**config.mk**
```make
export PLATFORM = sky130hd
export DESIGN_NAME = weight_buffer_db
export DESIGN_NICKNAME = d
export VERILOG_FILES = /design/src/rtl/weight_buffer_db.sv
export SDC_FILE = /design/constraint.sdc
export NUM_CORES = 1
export LEC_CHECK = 0
export BUFFER_PORTS_ARGS = -buffer_cell sky130_fd_sc_hd__buf_2
export CORE_MARGIN = 2
export CORE_UTILIZATION = 55
export DETAILED_ROUTE_END_ITERATION = 8
export PLACE_DENSITY = 0.87
export SLEW_MARGIN = 25
export SYNTH_ARGS = -nofsm -noshare
export SYNTH_HDL_FRONTEND = slang
export SYNTH_SLANG_ARGS = --single-unit
```
**constraint.sdc**
```tcl
create_clock -name clock -period 3.7 [get_ports clock]
set_input_delay 0.925 -clock clock [delete_from_list [all_inputs] [get_ports clock]]
set_output_delay 0.925 -clock clock [all_outputs]
set_load 0.03 [all_outputs]
```
**src/rtl/weight_buffer_db.sv**
```systemverilog
// weight_buffer_db: double-buffered convolution weight store.
// Words stream serially into a shadow bank; a swap copies a complete shadow
// set into the active bank in one cycle so the convolver sees a stable kernel.
// Optional feature macro: WEIGHT_BUFFER_PARALLEL_EN adds a one-cycle parallel
// shadow load through the write / weight_write ports.
module weight_buffer_db #(
   parameter  int DATA_WIDTH = 16,
   parameter  int N          = 25,
   localparam int CNT_W      = $clog2(N + 1)
) (
   input  logic                    clock,
   input  logic                    reset,
   input  logic                    load_valid,
   output logic                    load_ready,
   input  logic [DATA_WIDTH-1:0]   load_data,
   input  logic                    swap,
   input  logic                    flush,
`ifdef WEIGHT_BUFFER_PARALLEL_EN
   input  logic                    write,
   input  logic [N*DATA_WIDTH-1:0] weight_write,
`endif
   output logic                    shadow_full,
   output logic [CNT_W-1:0]        load_count,
   output logic                    active_valid,
   output logic [N*DATA_WIDTH-1:0] weight_read
);

   typedef enum logic {
      ST_LOAD = 1'b0,
      ST_FULL = 1'b1
   } state_t;

   state_t              state_reg, state_next;
   logic [CNT_W-1:0]    count_reg, count_next;
   logic                active_valid_reg;
   logic                swap_fire;
   logic                par_fire;
   logic                load_fire;
   logic                write_en;
   logic [N*DATA_WIDTH-1:0] write_bus;

`ifdef WEIGHT_BUFFER_PARALLEL_EN
   assign write_en  = write;
   assign write_bus = weight_write;
`else
   assign write_en  = 1'b0;
   assign write_bus = '0;
`endif

   // State and fill-count registers
   always_ff @(posedge clock) begin
      if (reset) begin
         state_reg <= ST_LOAD;
         count_reg <= '0;
      end else begin
         state_reg <= state_next;
         count_reg <= count_next;
      end
   end

   // Next-state logic: flush beats swap/parallel write, which beat serial load
   always_comb begin
      state_next = state_reg;
      count_next = count_reg;
      swap_fire  = 1'b0;
      par_fire   = 1'b0;
      load_fire  = 1'b0;
      if (flush) begin
         state_next = ST_LOAD;
         count_next = '0;
      end else begin
         if (state_reg == ST_FULL && swap) begin
            swap_fire  = 1'b1;
            state_next = ST_LOAD;
            count_next = '0;
         end
         // A parallel write lands after any same-cycle swap has taken the old set
         if (write_en) begin
            par_fire   = 1'b1;
            state_next = ST_FULL;
            count_next = CNT_W'(N);
         end else if (!swap_fire && load_valid && load_ready) begin
            load_fire  = 1'b1;
            count_next = count_reg + CNT_W'(1);
            if (count_reg == CNT_W'(N - 1)) begin
               state_next = ST_FULL;
            end
         end
      end
   end

   // Outputs decoded from state only (ready never looks at load_valid)
   always_comb begin
      load_ready  = (state_reg == ST_LOAD) && !reset && !write_en;
      shadow_full = (state_reg == ST_FULL);
   end

   // Active set becomes valid on the first swap and stays valid until reset
   always_ff @(posedge clock) begin
      if (reset) begin
         active_valid_reg <= 1'b0;
      end else if (swap_fire) begin
         active_valid_reg <= 1'b1;
      end
   end

   assign load_count   = count_reg;
   assign active_valid = active_valid_reg;

   genvar gi;
   generate
      for (gi = 0; gi < N; gi++) begin : g_slot
         logic [DATA_WIDTH-1:0] shadow_reg;
         logic [DATA_WIDTH-1:0] active_reg;

         // Shadow slot: parallel load or the serial word addressed by the count
         always_ff @(posedge clock) begin
            if (reset) begin
               shadow_reg <= '0;
            end else if (par_fire) begin
               shadow_reg <= write_bus[gi*DATA_WIDTH +: DATA_WIDTH];
            end else if (load_fire && count_reg == CNT_W'(gi)) begin
               shadow_reg <= load_data;
            end
         end

         // Active slot: captures the shadow word on a swap
         always_ff @(posedge clock) begin
            if (reset) begin
               active_reg <= '0;
            end else if (swap_fire) begin
               active_reg <= shadow_reg;
            end
         end

         assign weight_read[gi*DATA_WIDTH +: DATA_WIDTH] = active_reg;
      end
   endgenerate

endmodule

```
# Word-level counts from Yosys, hierarchy flattened
# Index checks and enable logic that the tools add are counted.
# classes
n_addsub,1
eq_ne,24
mux,10
bitwise_logic,1
n_reduce_logical,34
# op_table
op,count
5-bit == test (second input constant),9
5-bit by 4-bit == test with 1-bit output (second input constant),8
1-bit logical AND,29
5-bit by 3-bit == test with 1-bit output (second input constant),4
5-bit by 2-bit == test with 1-bit output (second input constant),2
5-bit two-way mux,2
1-bit two-way mux,8
5-bit by 1-bit adder with 5-bit output (second input constant),1
5-bit by 1-bit == test with 1-bit output (second input constant),1
5-bit logical NOT,1
1-bit logical NOT,2
2-bit nonzero test,1
2-bit OR reduction,1
1-bit NOT,1
# totals
ff_bits,807
inputBits,21
wordCells,123

# Logic depth before layout (Yosys ltp)
# Gate-level depths: netlist of the first run.
# logic_depth
word_depth,9
depth_mapped,10
ltp_nobuf,7

# Least setup slack after synthesis of the first run
# OpenSTA, ideal clock, no wires.
# synth_path
path_type,input -> output
from,input port reset
to,output port load_ready
arrival_time_ns,2.021
required_ns,2.775
setup_slack_ns,0.754
path_stages,5
path_cell_list,buf_2 > buf_2 > buf_2 > buf_1 > nor2_1
# synth_via
elab_chain_cells,2
# synth_rtl
item,line_no,text
start: declaration,12,"input logic reset,"
1-bit logical NOT,94,load_ready = (state_reg == ST_LOAD) && !reset && !write_en;
1-bit logical AND,94,
end: declaration,14,"output logic load_ready,"
# No other way between the ends.

# Worst setup path in the final report of the first run
# layout_path
from,"register count_reg[4], in the netlist load_count[4]"
to,output port load_count[4]
# layout_rtl
item,line_no,text
start: declaration,34,"logic [CNT_W-1:0] count_reg, count_next;"
start signal: assignment,57,count_reg <= count_next;
end: declaration,23,"output logic [CNT_W-1:0] load_count,"
# No word-level cell between the ends.

==> impl_metrics.env, run 1 <==
export IMPL_grt_pass1_wl_um=141000
export IMPL_finalClockSkew_ns=0.0286
export IMPL_maxCapViolCount=0
export IMPL_synth_seq_cells=807
export IMPL_clockBufferDepth=3
export IMPL_synth_area_mm2=0.0297
export IMPL_core_area_mm2=0.0536
export IMPL_cp_start_kind="register"
export IMPL_route_met3_wl_um=9140
export IMPL_switching_share=0.217
export IMPL_peakVddDrop_mv=0.356
export IMPL_finalPower_w=0.0175
export IMPL_grt_max_degree=226
export IMPL_maxSlewHeadroom=0.301
export IMPL_path_clk_slew_ns=0.06
export IMPL_synth_flop_cell="dfxtp_1"
export IMPL_wl_per_cell_um=20.8
export IMPL_floorplan_initialDensity=0.555
export IMPL_path_max_fanout=20
export IMPL_async_flop_share=0
export IMPL_p_seq_frac=0.497
export IMPL_fin_nets=3801
export IMPL_yosysTopAreaCellShare=0.544
export IMPL_worst_endpoint_required_ns=2.77
export IMPL_rsz0062_at_grt="no"
export IMPL_synthesis_nets=3595
export IMPL_die_y_um=236
export IMPL_dr_max_layer_used="met5"
export IMPL_seq_area_frac_synth=0.544
export IMPL_path_delay_family="flip-flops"
export IMPL_layout_cells_most_common_list="872 x nand2_1, 804 x dfxtp_1, 693 x a21oi_1"
export IMPL_synthTopCellsByArea="dfxtp_1 54%, a21oi_1 12%, nand2_1 11%"
export IMPL_finalMaxSlewViolations=0
export IMPL_area_growth_pct=16.1
export IMPL_synth_area_per_cell_um2=8.33
export IMPL_firstDrtPassIters=6
export IMPL_p_sw_w=0.00380
export IMPL_die_w_um=236
export IMPL_status="complete, no violations"
export IMPL_synth_xor_area_frac=0
export IMPL_dr_wl_met2_um=41200
export IMPL_antenna_found_initial=2
export IMPL_cp_arrival_ns=2.02
export IMPL_yosys_warnings=0
export IMPL_vias=27400
export IMPL_cts_tree="built"
export IMPL_grt_pass1_vias=24700
export IMPL_critPathKind="register to output pin"
export IMPL_die_area_mm2=0.0559
export IMPL_io_pins=429
export IMPL_synth_compound_area_frac=0.182
export IMPL_wl_met1_um=37300
export IMPL_crit_chain="buf_2"
export IMPL_clockPowerShare=0.476
export IMPL_portBuffers=428
export IMPL_muxShareOfSynthArea=0.0219
export IMPL_min_path_type="register to register"
export IMPL_cts_buffers=80
export IMPL_cts_num_sinks=807
export IMPL_postPlaceCellArea_mm2=0.0318
export IMPL_synth_adder_area_share=0.00210
export IMPL_drive_gt1_frac=0.179
export IMPL_finalCritPeriodShare=0.796
export IMPL_yosysUniqueCellTypes=52
export IMPL_synth_cells=3569
export IMPL_postCtsSetupRepairBufs=0
export IMPL_finalHoldViolations=0
export IMPL_cts_root_buf="clkbuf_16"
export IMPL_insertion_delay_ns=0.63
export IMPL_pwr_share_comb=0.027
export IMPL_power_density_mw_per_mm2=507
export IMPL_crit_buf_inv=1
export IMPL_htree_levels=3
export IMPL_synthSimpleGateAreaFrac=0.190
export IMPL_gr_total_overflow=0
export IMPL_synth_top_family_by_area="simple AND/OR/NAND/NOR gates"
export IMPL_cpPeakStageDelay_ns=1.00
export IMPL_synth_edf_count=0
export IMPL_totalWireLength_um=94100
export IMPL_rows=85
export IMPL_synth_top_cell_by_area="dfxtp_1"
export IMPL_drt_initial_drc_count=3568
export IMPL_grt_usage=0.321
export IMPL_cts_hold_buf=0
export IMPL_cp_slowest_cell="dfxtp_1"
export IMPL_post_dp_hpwl_um=56500
export IMPL_postRouteAntennaNets=0
export IMPL_design_area_mm2=0.0345
export IMPL_finish_utilization=0.644
export IMPL_setup_tns_ns=0
export IMPL_globalplace_congestion=0.826
export IMPL_setup_violations=0
export IMPL_tightestPinTransition_ns=1.04
export IMPL_internal_power_w=0.0137
export IMPL_fill_cells=4294
export IMPL_viasPerCell=6.04
export IMPL_layout_commonest_cell="nand2_1"
export IMPL_endpoint_kind="output pin"
export IMPL_fmax_mhz=340
export IMPL_min_period_ns=2.95
export IMPL_drc=0
export IMPL_post_cts_resized=0
export IMPL_p_leak_nw=12.9
Yosys cell counts, drive strengths merged, types with 4 or more instances:
library cell  count
nand2           872
a31o             32
buf             196
mux2i            65
nor2              5
o311ai           15
clkbuf          176
nand4bb           6
nand3           295
dfxtp           807
nor4bb            4
nand2b           20
nor4b             6
o21ai           303
or4b              6
inv               6
nor4             34
a21oi           693
ha                5
metrics by stage:
stage | setup WS, ns | hold slack (ns) | cells
6_report | 0.755 | 0.438 | 4532
5_1_grt | 0.625 | 0.459 | 4532
4_1_cts | 0.743 | 0.440 | 4530
3_5_place_dp | 0.631 | 0.439 | 4388
3_3_place_gp | 0.694 | 0.434 | 4388
2_1_floorplan | 0.754 | 0.428 | 3569
worst register-to-register path: cells and delay by family (launching register included):
| family | cells | cell delay [ns] |
|---|---|---|
| compound gates | 2 | 0.39 |
| fa+ha+maj | 1 | 0.65 |
| simple gates | 2 | 0.34 |
| flops | 1 | 0.83 |
| buf+inv | 1 | 0.49 |
power groups by stage:
stage | sequential [W] | clock [W] | combinational (W)
6_report | 0.00870 | 0.00834 | 0.000472
5_1_grt | 0.00869 | 0.00873 | 0.000482
4_1_cts | 0.00870 | 0.00838 | 0.000452
3_5_place_dp | 0.00889 | 0 | 0.000451
3_3_place_gp | 0.00889 | 0 | 0.000452
2_1_floorplan | 0.00889 | 0 | 0.000261
per-layer routing:
| metal | global-route usage | vias up |
|---|---|---|
| met2 | 0.479 | 1569 |
| met3 | 0.0564 | 330 |
| li1 | - | 12500 |
| met5 | 0 | - |
| met1 | 0.432 | 12900 |
| met4 | 0.203 | 2 |
final timing paths:
path / cells after the start / from / slack, ns / end
setup / recovery: 1 / load_count[4] / 0.75 / load_count[4]
hold / removal: 2 / g_slot[7].shadow_reg[13] / 0.44 / g_slot[7].active_reg[13]
setup reg to reg: 6 / load_count[3] / 0.85 / g_slot[15].shadow_reg[2]
hold reg to reg: 2 / g_slot[7].shadow_reg[13] / 0.44 / g_slot[7].active_reg[13]
area by class of cell:
type	instances	area [µm²]	share of cell area
Timing Repair Buffer	496	2820	0.0816
Sequential cell	807	16200	0.468
Multi-Input combinational cell	2384	11900	0.345
Clock inverter	25	300	0.00870
Clock buffer	117	2420	0.0700
Antenna cell	1	2.50	0.0000725
Tap cell	696	871	0.0252
Inverter	6	23.8	0.000689
cell families (layout without fill, tap and decap cells):
group	after synthesis	count (layout)
flip-flops	807	807
buffers and inverters	378	644
adder cells (fa/ha/maj)	5	5
AO/OA/AOI/OAI	1046	1046
multiplexers	65	65
AND/OR/NAND/NOR	1268	1268
other	0	1
Power figures use the tool's default switching activity.
==> inputs of run 2 (changes only) <==
==> constraint.sdc (replaced) <==
create_clock -name clock -period 3.08 [get_ports clock]
set_input_delay 0.77 -clock clock [delete_from_list [all_inputs] [get_ports clock]]
set_output_delay 0.77 -clock clock [all_outputs]
set_load 0.03 [all_outputs]
==> run 2 against run 1 <==
Against the previous run: hold slack got worse by 0.0028 ns; routed wire length fell by 0.18%; via count rose by 0.19%; die area did not move; non-clock buffer count rose by 27; combinational power rose by 22%; sequential power rose by 20%; critical path depth rose by 1; sequential share of layout area fell by 0.25 points; worst setup slack got worse by 0.36 ns; core utilization rose by 0.34 points; global-route usage rose by 0.21 points; critical endpoint is now shadow_full; largest power group unchanged.
==> impl_metrics.env, run 2 (same netlist as run 1, synthesis figures left out) <==
export IMPL_status="complete, no violations"
export IMPL_totalWireLength_um=93900
export IMPL_setup_tns_ns=0
export IMPL_drive_gt1_frac=0.184
export IMPL_io_pins=429
export IMPL_r2r_start="load_count[4]"
export IMPL_die_y_um=236
export IMPL_finalClockSkew_ns=0.0268
export IMPL_maxSlewHeadroom=0.361
export IMPL_layout_cells_most_common_list="872 x nand2_1, 804 x dfxtp_1, 693 x a21oi_1"
export IMPL_clockBufferDepth=3
export IMPL_worst_endpoint_required_ns=2.31
export IMPL_drc=0
export IMPL_portBuffers=428
export IMPL_tightestPinTransition_ns=0.959
export IMPL_gr_total_overflow=0
export IMPL_wl_per_cell_um=20.6
export IMPL_finalMaxSlewViolations=0
export IMPL_cpPeakStageDelay_ns=0.73
export IMPL_viasPerCell=6.01
export IMPL_die_w_um=236
export IMPL_min_path_type="register to register"
export IMPL_cts_buffers=78
export IMPL_r2r_slack_ns=0.64
export IMPL_cts_num_sinks=807
export IMPL_place_ws_ns=0.365
export IMPL_crit_chain="buf_4, buf_2"
export IMPL_cp_arrival_ns=1.92
export IMPL_cts_tree="built"
export IMPL_area_growth_pct=16.7
export IMPL_core_area_mm2=0.0536
export IMPL_endpoint_kind="output pin"
export IMPL_firstDrtPassIters=6
export IMPL_cts_root_buf="clkbuf_16"
export IMPL_drt_initial_drc_count=3517
export IMPL_postCtsSetupRepairBufs=0
export IMPL_grt_pass1_vias=25000
export IMPL_antenna_found_initial=2
export IMPL_finalPower_w=0.0209
export IMPL_fill_cells=4238
export IMPL_layout_commonest_cell="nand2_1"
export IMPL_r2r_end="g_slot[14].shadow_reg[4]"
export IMPL_rr_worst_depth=4
export IMPL_floorplan_initialDensity=0.555
export IMPL_cp_start_kind="register"
export IMPL_postRouteAntennaNets=0
export IMPL_critPathKind="register to output pin"
export IMPL_crit_buf_inv=2
export IMPL_multiInputGateArea_mm2=0.0119
export IMPL_rows=85
export IMPL_power_density_mw_per_mm2=602
export IMPL_fin_nets=3826
export IMPL_crit_end="shadow_full"
export IMPL_globalplace_congestion=0.820
export IMPL_grt_usage=0.323
export IMPL_min_period_ns=2.69
export IMPL_finalHoldViolations=0
export IMPL_post_dp_hpwl_um=57400
export IMPL_cts_hold_buf=0
export IMPL_path_delay_family="flip-flops"
export IMPL_die_area_mm2=0.0559
export IMPL_cp_slowest_cell="dfxtp_2"
export IMPL_seqCellArea_mm2=0.0162
export IMPL_crit_start="shadow_full"
export IMPL_grt_max_degree=140
export IMPL_post_cts_resized=0
export IMPL_grt_pass1_wl_um=143000
export IMPL_maxCapViolCount=0
export IMPL_fmax_mhz=372
export IMPL_path_depth=2
export IMPL_p_leak_nw=13.0
export IMPL_setup_slack_ns=0.390
export IMPL_vias=27400
export IMPL_path_clk_slew_ns=0.07
export IMPL_path_max_fanout=20
export IMPL_rsz0062_at_grt="no"
export IMPL_htree_levels=3
export IMPL_finalCritPeriodShare=0.873
export IMPL_setup_violations=0
export IMPL_insertion_delay_ns=0.63
export IMPL_peakVddDrop_mv=0.495
[run 2: cell count changes in the layout (fill, tap and decap cells not counted), moves of 2 or more]
cell | previous run | this run
clkbuf_16 | 84 | 80
buf_12 | 12 | 16
clkbuf_1 | 14 | 16
clkinv_4 | 0 | 2
inv_6 | 1 | 3
clkinvlp_4 | 4 | 8
clkbuf_8 | 19 | 15
buf_4 | 55 | 79
clkinv_2 | 14 | 12
[run 2: final cells by class]
type / instances / area share
flip-flops and latches: 807 / 0.466
multi-input cells: 2384 / 0.343
repair buffers: 523 / 0.0884
clock buffers: 111 / 0.0654
well taps: 696 / 0.0251
clock inverters: 32 / 0.0111
inverters: 6 / 0.000685
diodes: 2 / 0.000144
[run 2: per-layer routing]
metal  part of all wire  global-route usage  vias up
li1                   -                   -    12600
met1               0.40               0.428    12900
met2               0.45               0.493     1594
met3              0.094              0.0579      300
met4              0.063               0.198        0
met5                  0                   0        -
[run 2: power by group]
group,internal (W),leakage (nW),switching (W)
clock network,0.00575,1.28,0.00409
registers,0.0104,6.50,0.00000544
logic,0.0000940,5.17,0.000481
total,0.0163,13.0,0.00458
[run 2: worst register-to-register path, stage by stage, from the launching register on]
cell and delay [ns]:
dfxtp_1 0.82, or2_1 0.66, buf_4 0.45, nor4_1 0.14, a31o_2 0.25
[run 2: worst min-delay path by stage]
stage | cells past startpoint | startpoint | end
final | 2 | g_slot[4].shadow_reg[10] | g_slot[4].active_reg[10]
after global routing | 2 | g_slot[4].shadow_reg[10] | g_slot[4].active_reg[10]
after CTS | 2 | g_slot[4].shadow_reg[10] | g_slot[4].active_reg[10]
after detailed placement | 2 | g_slot[12].shadow_reg[6] | g_slot[12].active_reg[6]
after global placement | 2 | g_slot[19].shadow_reg[11] | g_slot[19].active_reg[11]
after floorplan | 2 | g_slot[0].shadow_reg[0] | g_slot[0].active_reg[0]
[run 2: per-stage QoR]
step                hold WS [ns]  area [µm²]  cells   util
floorplan                  0.428       29700   3569      -
global placement           0.434       32000   4416  0.598
detailed placement         0.439       32000   4416  0.598
CTS                        0.440       34700   4559  0.647
global route               0.452       34700   4561  0.647
finish                     0.435       34700   4561  0.647
